===== config.mk =====
export PLATFORM = sky130hd
export DESIGN_NAME = audio_mix_ctrl
export DESIGN_NICKNAME = d
export VERILOG_FILES = /design/src/rtl/audio_mix_pkg.sv /design/src/rtl/audio_mix_sat.sv /design/src/rtl/audio_mix_ctrl.sv
export SDC_FILE = /design/constraint.sdc
export NUM_CORES = 1
export LEC_CHECK = 0
export ABC_AREA = 1
export CAP_MARGIN = 15
export CORE_ASPECT_RATIO = 0.9
export CORE_MARGIN = 2
export CORE_UTILIZATION = 50
export CTS_CLUSTER_DIAMETER = 80
export CTS_CLUSTER_SIZE = 30
export DETAILED_ROUTE_END_ITERATION = 16
export HOLD_SLACK_MARGIN = 0.06
export MAX_ROUTING_LAYER = met4
export PLACE_DENSITY = 0.71
export SYNTH_ARGS = -nofsm -noshare
export SYNTH_HDL_FRONTEND = slang
export SYNTH_SLANG_ARGS = --single-unit

===== constraint.sdc =====
create_clock -name clk_1p536m -period 6.5 [get_ports clk_1p536m]
set_input_delay 1.625 -clock clk_1p536m [delete_from_list [all_inputs] [get_ports clk_1p536m]]
set_output_delay 1.625 -clock clk_1p536m [all_outputs]
set_load 0.01 [all_outputs]

===== src/rtl/audio_mix_pkg.sv =====
// Shared types and constants for the audio mixer.
// Holds the sequencer state enum, the sample width and the output clamp limits.
// No logic; imported by the controller and the saturator.
package audio_mix_pkg;

  localparam int SAMPLE_W = 16;

  localparam logic signed [SAMPLE_W-1:0] SAT_MAX = 16'sh7FFF;
  localparam logic signed [SAMPLE_W-1:0] SAT_MIN = 16'sh8000;

  // Sequencer phase; the source index travels alongside in its own register.
  typedef enum logic [1:0] {
    ST_IDLE = 2'd0,
    ST_RD   = 2'd1,
    ST_CAP  = 2'd2,
    ST_SAT  = 2'd3
  } state_t;

endpackage


===== src/rtl/audio_mix_sat.sv =====
// Clamps the wide mix accumulator into a 16-bit signed sample.
// Latency: combinational.
// Backpressure: none; pure function of the accumulator.
module audio_mix_sat
  import audio_mix_pkg::*;
#(
  parameter int AW = 23
) (
  input  logic signed [AW-1:0]       acc,
  output logic        [SAMPLE_W-1:0] sat
);

  // Clamp to the signed 16-bit range, pass through otherwise.
  always_comb begin
    if (acc > AW'(SAT_MAX)) begin
      sat = SAT_MAX;
    end else if (acc < AW'(SAT_MIN)) begin
      sat = SAT_MIN;
    end else begin
      sat = acc[SAMPLE_W-1:0];
    end
  end

endmodule


===== src/rtl/audio_mix_ctrl.sv =====
// Mixes NSRC gain-scaled sample sources into one stream for the DAC serializer.
// Latency: a mix is ready 2*NSRC+1 cycles after dac_req and is output on the following dac_req.
// Backpressure: none; the serializer's request is never stalled, a premature request outputs the stale mix.
module audio_mix_ctrl
  import audio_mix_pkg::*;
#(
  parameter int NSRC = 3,
  parameter int VOLW = 4
) (
  input  logic                       clk_1p536m,
  input  logic                       rst_n,
  input  logic                       dac_req,
  output logic [SAMPLE_W-1:0]        dac_data,
  output logic                       dac_chan,
  input  logic [NSRC-1:0]            src_empty,
  output logic [NSRC-1:0]            src_rd,
  input  logic [NSRC*SAMPLE_W-1:0]   src_data,
  input  logic [NSRC-1:0]            src_en,
  input  logic [NSRC*VOLW-1:0]       src_vol,
  input  logic                       mute,
  input  logic                       clr_status,
  output logic [NSRC-1:0]            underrun,
  output logic                       late
);

  localparam int IW = (NSRC > 1) ? $clog2(NSRC) : 1;
  localparam int AW = SAMPLE_W + VOLW + $clog2(NSRC) + 1;
  localparam int PW = SAMPLE_W + VOLW + 1;

  state_t                    state;
  logic [IW-1:0]             idx;
  logic                      took;      // a read was issued for the current source
  logic                      miss;      // source enabled but its FIFO was empty
  logic                      next_chan;
  logic [SAMPLE_W-1:0]       next_r;
  logic signed [AW-1:0]      acc;
  logic [SAMPLE_W-1:0]       hold [NSRC][2];

  logic [SAMPLE_W-1:0]       cur_data;
  logic [VOLW-1:0]           cur_vol;
  logic [SAMPLE_W-1:0]       cap_sample;
  logic signed [PW-1:0]      prod;
  logic signed [AW-1:0]      term;
  logic [SAMPLE_W-1:0]       sat_out;

  // Read strobe for the source being visited; only one index is live so at most one bit is set.
  always_comb begin
    src_rd = '0;
    if (state == ST_RD && src_en[idx] && !src_empty[idx]) begin
      src_rd[idx] = 1'b1;
    end
  end

  // Scaled contribution of the current source: fresh data if read, otherwise the held sample.
  always_comb begin
    cur_data   = src_data[idx*SAMPLE_W +: SAMPLE_W];
    cur_vol    = src_vol[idx*VOLW +: VOLW];
    cap_sample = took ? cur_data : hold[idx][next_chan];
    prod       = PW'($signed(cap_sample)) * PW'($signed({1'b0, cur_vol}));
    term       = AW'(prod >>> VOLW);
  end

  audio_mix_sat #(.AW(AW)) u_sat (
    .acc (acc),
    .sat (sat_out)
  );

  // Sequencer, sample holds, output register and sticky status.
  always_ff @(posedge clk_1p536m or negedge rst_n) begin
    if (!rst_n) begin
      state     <= ST_IDLE;
      idx       <= '0;
      took      <= 1'b0;
      miss      <= 1'b0;
      next_chan <= 1'b0;
      next_r    <= '0;
      acc       <= '0;
      dac_data  <= '0;
      dac_chan  <= 1'b0;
      underrun  <= '0;
      late      <= 1'b0;
      for (int i = 0; i < NSRC; i++) begin
        hold[i][0] <= '0;
        hold[i][1] <= '0;
      end
    end else begin
      // Clear first so that any set below on the same edge takes priority.
      if (clr_status) begin
        underrun <= '0;
        late     <= 1'b0;
      end
      if (dac_req) begin
        // A request always outputs whatever mix is ready and restarts for the other channel.
        dac_data  <= next_r;
        dac_chan  <= next_chan;
        next_chan <= ~next_chan;
        acc       <= '0;
        idx       <= '0;
        state     <= ST_RD;
        if (state != ST_IDLE) begin
          late <= 1'b1;
        end
      end else begin
        case (state)
          ST_RD: begin
            took  <= src_rd[idx];
            miss  <= src_en[idx] & src_empty[idx];
            state <= ST_CAP;
          end
          ST_CAP: begin
            if (took) begin
              hold[idx][next_chan] <= cur_data;
              acc                  <= acc + term;
            end else if (miss) begin
              acc           <= acc + term;
              underrun[idx] <= 1'b1;
            end
            if (idx == IW'(NSRC - 1)) begin
              state <= ST_SAT;
            end else begin
              idx   <= idx + 1'b1;
              state <= ST_RD;
            end
          end
          ST_SAT: begin
            next_r <= mute ? '0 : sat_out;
            state  <= ST_IDLE;
          end
          default: state <= ST_IDLE;
        endcase
      end
    end
  end

endmodule


==> impl_metrics.tcl, run 1 <==
set metrics [dict create \
    outcome "complete, no violations" \
    worstHoldStart "next_r[14]" \
    crit_path_end_kind "flip-flop" \
    synth_edf_count 0 \
    critical_path_arrival_ns 6.78 \
    hp-class "reg2reg" \
    dieHeight_um 146 \
    grt_pass1_vias 10097 \
    post_drt_via_cell_ratio 5.48 \
    cts-buffers-inserted 17 \
    route.vias.total 10859 \
    wl_met3_mm 2.45 \
    grt.total_usage_pct 27.2 \
    critPathMaxFanout 5 \
    clockRootBuffer "clkbuf_16" \
    die_w_um 162 \
    post-synth-top-count-cell "nand2_1" \
    holdWs_ns 0.478 \
    wl_met1_mm 14.0 \
    initial_core_util_pct 51.3 \
    drt_iter0_drc 1166 \
    fin_crit_ns 6.42 \
    cts.htree.levels 4 \
    overflow 0 \
    cp.required_ns 6.86 \
    syn-instance-count 1435 \
    seq_area_um2 4080 \
    fin_tns_setup_ns 0 \
    drc 0 \
    cts_tree "yes" \
    dp_hpwl_mm 21.3 \
    ant_nets 0 \
    place_inst 1923 \
    wl_met2_mm 16.0 \
    setup_violations 0 \
    nFillCells 1605 \
    multi_input_area_um2 7060 \
    slew_headroom_pct 27.5 \
    hold_viol_final 0 \
    max_stage_delay_ns 0.52 \
    clock-sinks 163 \
    synthesis.nets 1606 \
    skew_ns 0.0120 \
    utilization_pct 70.5 \
    critical-path-top-cell-by-count "nand2_2" \
    clk-insertion-delay-late_ns 0.44 \
    gp_congestion 0.957 \
    yosys_warnings 0 \
    nNetsFinal 1847 \
    startpoint "src_data[36]" \
    ys_top_cells_by_area "dfrtp_1, nand2_1, o21ai_0" \
    yosysTopAreaCell "dfrtp_1" \
    slew_viol_final 0 \
    top_layer_used "met4" \
    stdcell_count 1980 \
    die-area_um2 23600 \
    start_kind "primary input" \
    avgSynthCellArea_um2 7.81 \
    grt_start_max_net_pins 69 \
    period_share_pct 98.8 \
    r2r_setup_slack_ns 0.25 \
    cp_slowest_cell "fa_1" \
    fp-row-count 51 \
    ys_seq_elements 163 \
    rr_startpoint "idx[1]" \
    maxCapViolCount 0 \
    syn_area_um2 11200 \
    port_buffers 94 \
    grt_pass1_wl_mm 50.4 \
    synth.top_cell.area_share_pct 36.4 \
    yosysSeqAreaShare_pct 36.4 \
    clk_pin_slew_ns 0.08 \
    pin_count 95 \
    wirelength_mm 33.2 \
    yosysUniqueCellTypes 49 \
    fmaxAchievable_ghz 0.156 \
    antenna_found_initial 0 \
    netlist_top_cells_count "nand2_1, inv_1, o21ai_0" \
    cts_hold_buf 0 \
    synthFlopType "dfrtp_1" \
    dr.pass1.iters 5 \
    wl_per_cell_um 16.8 \
    synth-async-reset-ratio_pct 100 \
    area_delta_synth_final_pct 37.4 \
    drive_gt1_share_pct 27.5 \
    worstMarginPinSlew_ns 1.09 \
    critical_path_class "in2reg" \
    clock_path_buffers 2 \
    insertedDiodeCount 0 \
    core_area_um2 21800 \
]
[per-stage QoR]
step | cell area (um^2) | worst slack (ns)
floorplan | 11200 | 0.00277
global placement | 13500 | -0.862
detailed placement | 13500 | -0.972
CTS | 14600 | -0.0193
global route | 15400 | -0.145
finish | 15400 | 0.0798
[path summary, 6_finish.rpt]
path                                 to  cells after the start
setup / recovery                acc[21]                     31
hold / removal             dac_data[14]                      2
setup reg to reg                acc[21]                     36
hold reg to reg            dac_data[14]                      2
max in group asynchronous      hold[42]                      2
min in group asynchronous      hold[25]                      1
[per-layer routing]
metal	up-vias	GRT usage (%)
li1	5142	-
met1	5201	38.0
met2	451	42.4
met3	65	3.93
met4	0	5.97
met5	-	-
[state kept, by name, indices dropped and copies added (netlist names), 2 cells and up]
register / count
next_r: 16
dac_data: 16
hold: 96
acc: 23
state: 2
underrun: 3
idx: 2
[cell usage in the layout (no fill, tap or decap), drive strengths merged, types with 3 or more instances in the layout]
cell           count
dlymetal6s2s       7
or2               11
clkbuf            17
nand3             63
fa                33
ha                67
a21o               4
o31ai              5
dfrtp            163
o22ai             19
nand4              9
nor2             108
o21ai            170
xnor2              5
nand2            328
inv              218
xor2              18
nor3               7
buf              182
clkinvlp           3
a21oi             95
o21bai             4
clkinv             5
mux2              40
a221oi             3
o211ai             3
clkdlybuf4s50     84
[timing repair]
action / 4_1_cts / 5_1_grt
gates cloned: 1 / 0
gates resized for setup: 65 / 184
endpoints found under the hold margin: 0 / 0
setup endpoints to repair: 11 / 15
setup buffers: 11 / 13
pin swaps: 25 / 125
[layout make-up]
cell class                      instances  area share, %
Sequential cell                       163           26.5
Clock buffer                           17           2.76
Tap cell                              291           2.37
Multi-Input combinational cell       1007           45.8
Clock inverter                         15           1.29
Inverter                              212           5.27
Timing Repair Buffer                  275           16.0
[logic make-up (layout without fill, tap and decap cells)]
family	Yosys count	in the layout	share of synthesized area, %
xor gates and xnor gates	23	23	1.80
AOI/OAI and AO/OA	313	313	14.9
and+or+nand+nor	531	531	20.0
buffers and inverters	265	519	9.43
adders and majority gates	100	100	13.4
muxes	40	40	4.02
DFF	163	163	36.4
[worst max-delay path, delay by kind of cell]
kind                     cells  cell delay [ns]
adder cells (fa/ha/maj)      5             1.98
XOR/XNOR                     1             0.23
buffers and inverters        5             0.72
AO/OA/AOI/OAI                7             1.14
AND/OR/NAND/NOR             13             1.09
Power of run 1 is not shown: default switching activity piles up to over one toggle a cycle in this logic, so the estimate is an artifact.
==> inputs of run 2 (changes only) <==
- CORE_UTILIZATION: 50 -> 30
- PLACE_DENSITY: 0.71 -> 0.48
- SKIP_CTS_REPAIR_TIMING: unset -> 1
- SLEW_MARGIN: unset -> 20
==> run 2 against run 1 <==
Clock skew grew 0.0070 ns. Global-route usage shrank 9.6 points. Clock-buffer cell count is the same. Register-to-register slack improved by 0.32 ns. Core utilization down 27 points. First-iteration DRC count is 53% lower. Maximum frequency rose by 2.1%. Worst hold slack gained 0.0047 ns. Final cell count increased by 11%. Die area is 65% higher. Sequential share of layout area shrank 0.96 points.
==> impl_metrics.tcl, run 2 (synthesis results as in run 1) <==
set metrics [dict create \
    outcome "complete, no violations" \
    clockRootBuffer "clkbuf_16" \
    slew_headroom_pct 30.0 \
    grt.total_usage_pct 17.6 \
    dp_hpwl_mm 23.6 \
    fin_tns_setup_ns 0 \
    pin_count 95 \
    wl_met2_mm 15.0 \
    fmaxAchievable_ghz 0.159 \
    port_buffers 94 \
    hold_viol_final 0 \
    clk_pin_slew_ns 0.08 \
    post_drt_via_cell_ratio 4.73 \
    wl_met1_mm 16.8 \
    gp_congestion 0.851 \
    largest_reg_flops 96 \
    dp_worst_setup_slack_ns -0.926 \
    die_w_um 208 \
    clock_path_buffers 2 \
    critical_path_class "in2reg" \
    hp-class "reg2reg" \
    dr.pass1.iters 5 \
    slew_viol_final 0 \
    period_share_pct 96.8 \
    ant_nets 0 \
    clk-insertion-delay-late_ns 0.46 \
    top_register "hold" \
    setup_violations 0 \
    drive_gt1_share_pct 29.5 \
    reg.largest.list "hold: 96 flops, acc: 23 flops" \
    skew_ns 0.0190 \
    multi_input_area_um2 7220 \
    maxCapViolCount 0 \
    wl_met3_mm 1.28 \
    seq_area_um2 4080 \
    grt_pass1_vias 10152 \
    dieHeight_um 187 \
    drc 0 \
    fin_crit_ns 6.29 \
    grt_pass1_wl_mm 53.4 \
    start_kind "primary input" \
    critPathMaxFanout 4 \
    grt_start_max_net_pins 97 \
    max_stage_delay_ns 0.50 \
    cts-buffers-inserted 17 \
    area_delta_synth_final_pct 42.6 \
    final_cell_mix "nand2_1, inv_1, buf_4" \
    wirelength_mm 33.5 \
    nFillCells 3691 \
    holdWs_ns 0.483 \
    cp_slowest_cell "fa_1" \
    initial_core_util_pct 30.2 \
    clock-sinks 163 \
    antenna_found_initial 0 \
    crit_path_end_kind "flip-flop" \
    core_area_um2 37100 \
    critical_path_arrival_ns 6.63 \
    die-area_um2 38900 \
    drt_iter0_drc 547 \
    cts_tree "yes" \
    route.vias.total 10394 \
    final_common_cell "nand2_1" \
    cts.htree.levels 4 \
    nNetsFinal 1873 \
    overflow 0 \
    r2r_setup_slack_ns 0.57 \
    setup_ws_ns 0.210 \
    insertedDiodeCount 0 \
    worstMarginPinSlew_ns 1.05 \
    top_layer_used "met4" \
    cp.required_ns 6.84 \
    fp-row-count 67 \
    wl_per_cell_um 15.2 \
]
-- run 2: routing by layer --
layer / global-route usage [%] / up-vias
met5: - / -
met2: 27.0 / 170
met1: 24.4 / 4996
li1: - / 5199
met3: 2.60 / 29
met4: 4.39 / 0
-- run 2: critical path: cells and delay by family --
kind	cells	cell delay [ns]
AO/OA/AOI/OAI	5	0.88
adder cells (fa/ha/maj)	5	1.80
buffers and inverters	9	1.27
XOR/XNOR	1	0.29
AND/OR/NAND/NOR	9	0.77
-- run 2: cell type report --
type / count / area share [%]
Clock inverter: 15 / 0.909
Inverter: 212 / 5.08
Sequential cell: 163 / 25.5
Multi-Input combinational cell: 1007 / 45.2
Clock buffer: 17 / 2.66
Timing Repair Buffer: 301 / 16.8
Tap cell: 483 / 3.78
-- run 2: final timing paths --
check                                   from      endpoint  cells past startpoint
worst min-delay path            dac_data[13]  dac_data[13]                      2
max in group asynchronous              rst_n   dac_data[4]                      2
worst min register to register  dac_data[13]  dac_data[13]                      2
min in group asynchronous              rst_n      hold[56]                      1
worst max-delay path             src_data[5]       acc[13]                     29
worst max register to register        idx[0]       acc[21]                     31
-- run 2: metrics by stage --
stage / utilization (%) / cell area, um^2 / cells
after floorplan: - / 11200 / 1435
after global placement: 37.7 / 14000 / 2139
after detailed placement: 37.7 / 14000 / 2139
after CTS: 39.2 / 14500 / 2171
after global routing: 43.1 / 16000 / 2198
final: 43.1 / 16000 / 2198
Power of run 2 is left out for the same reason.
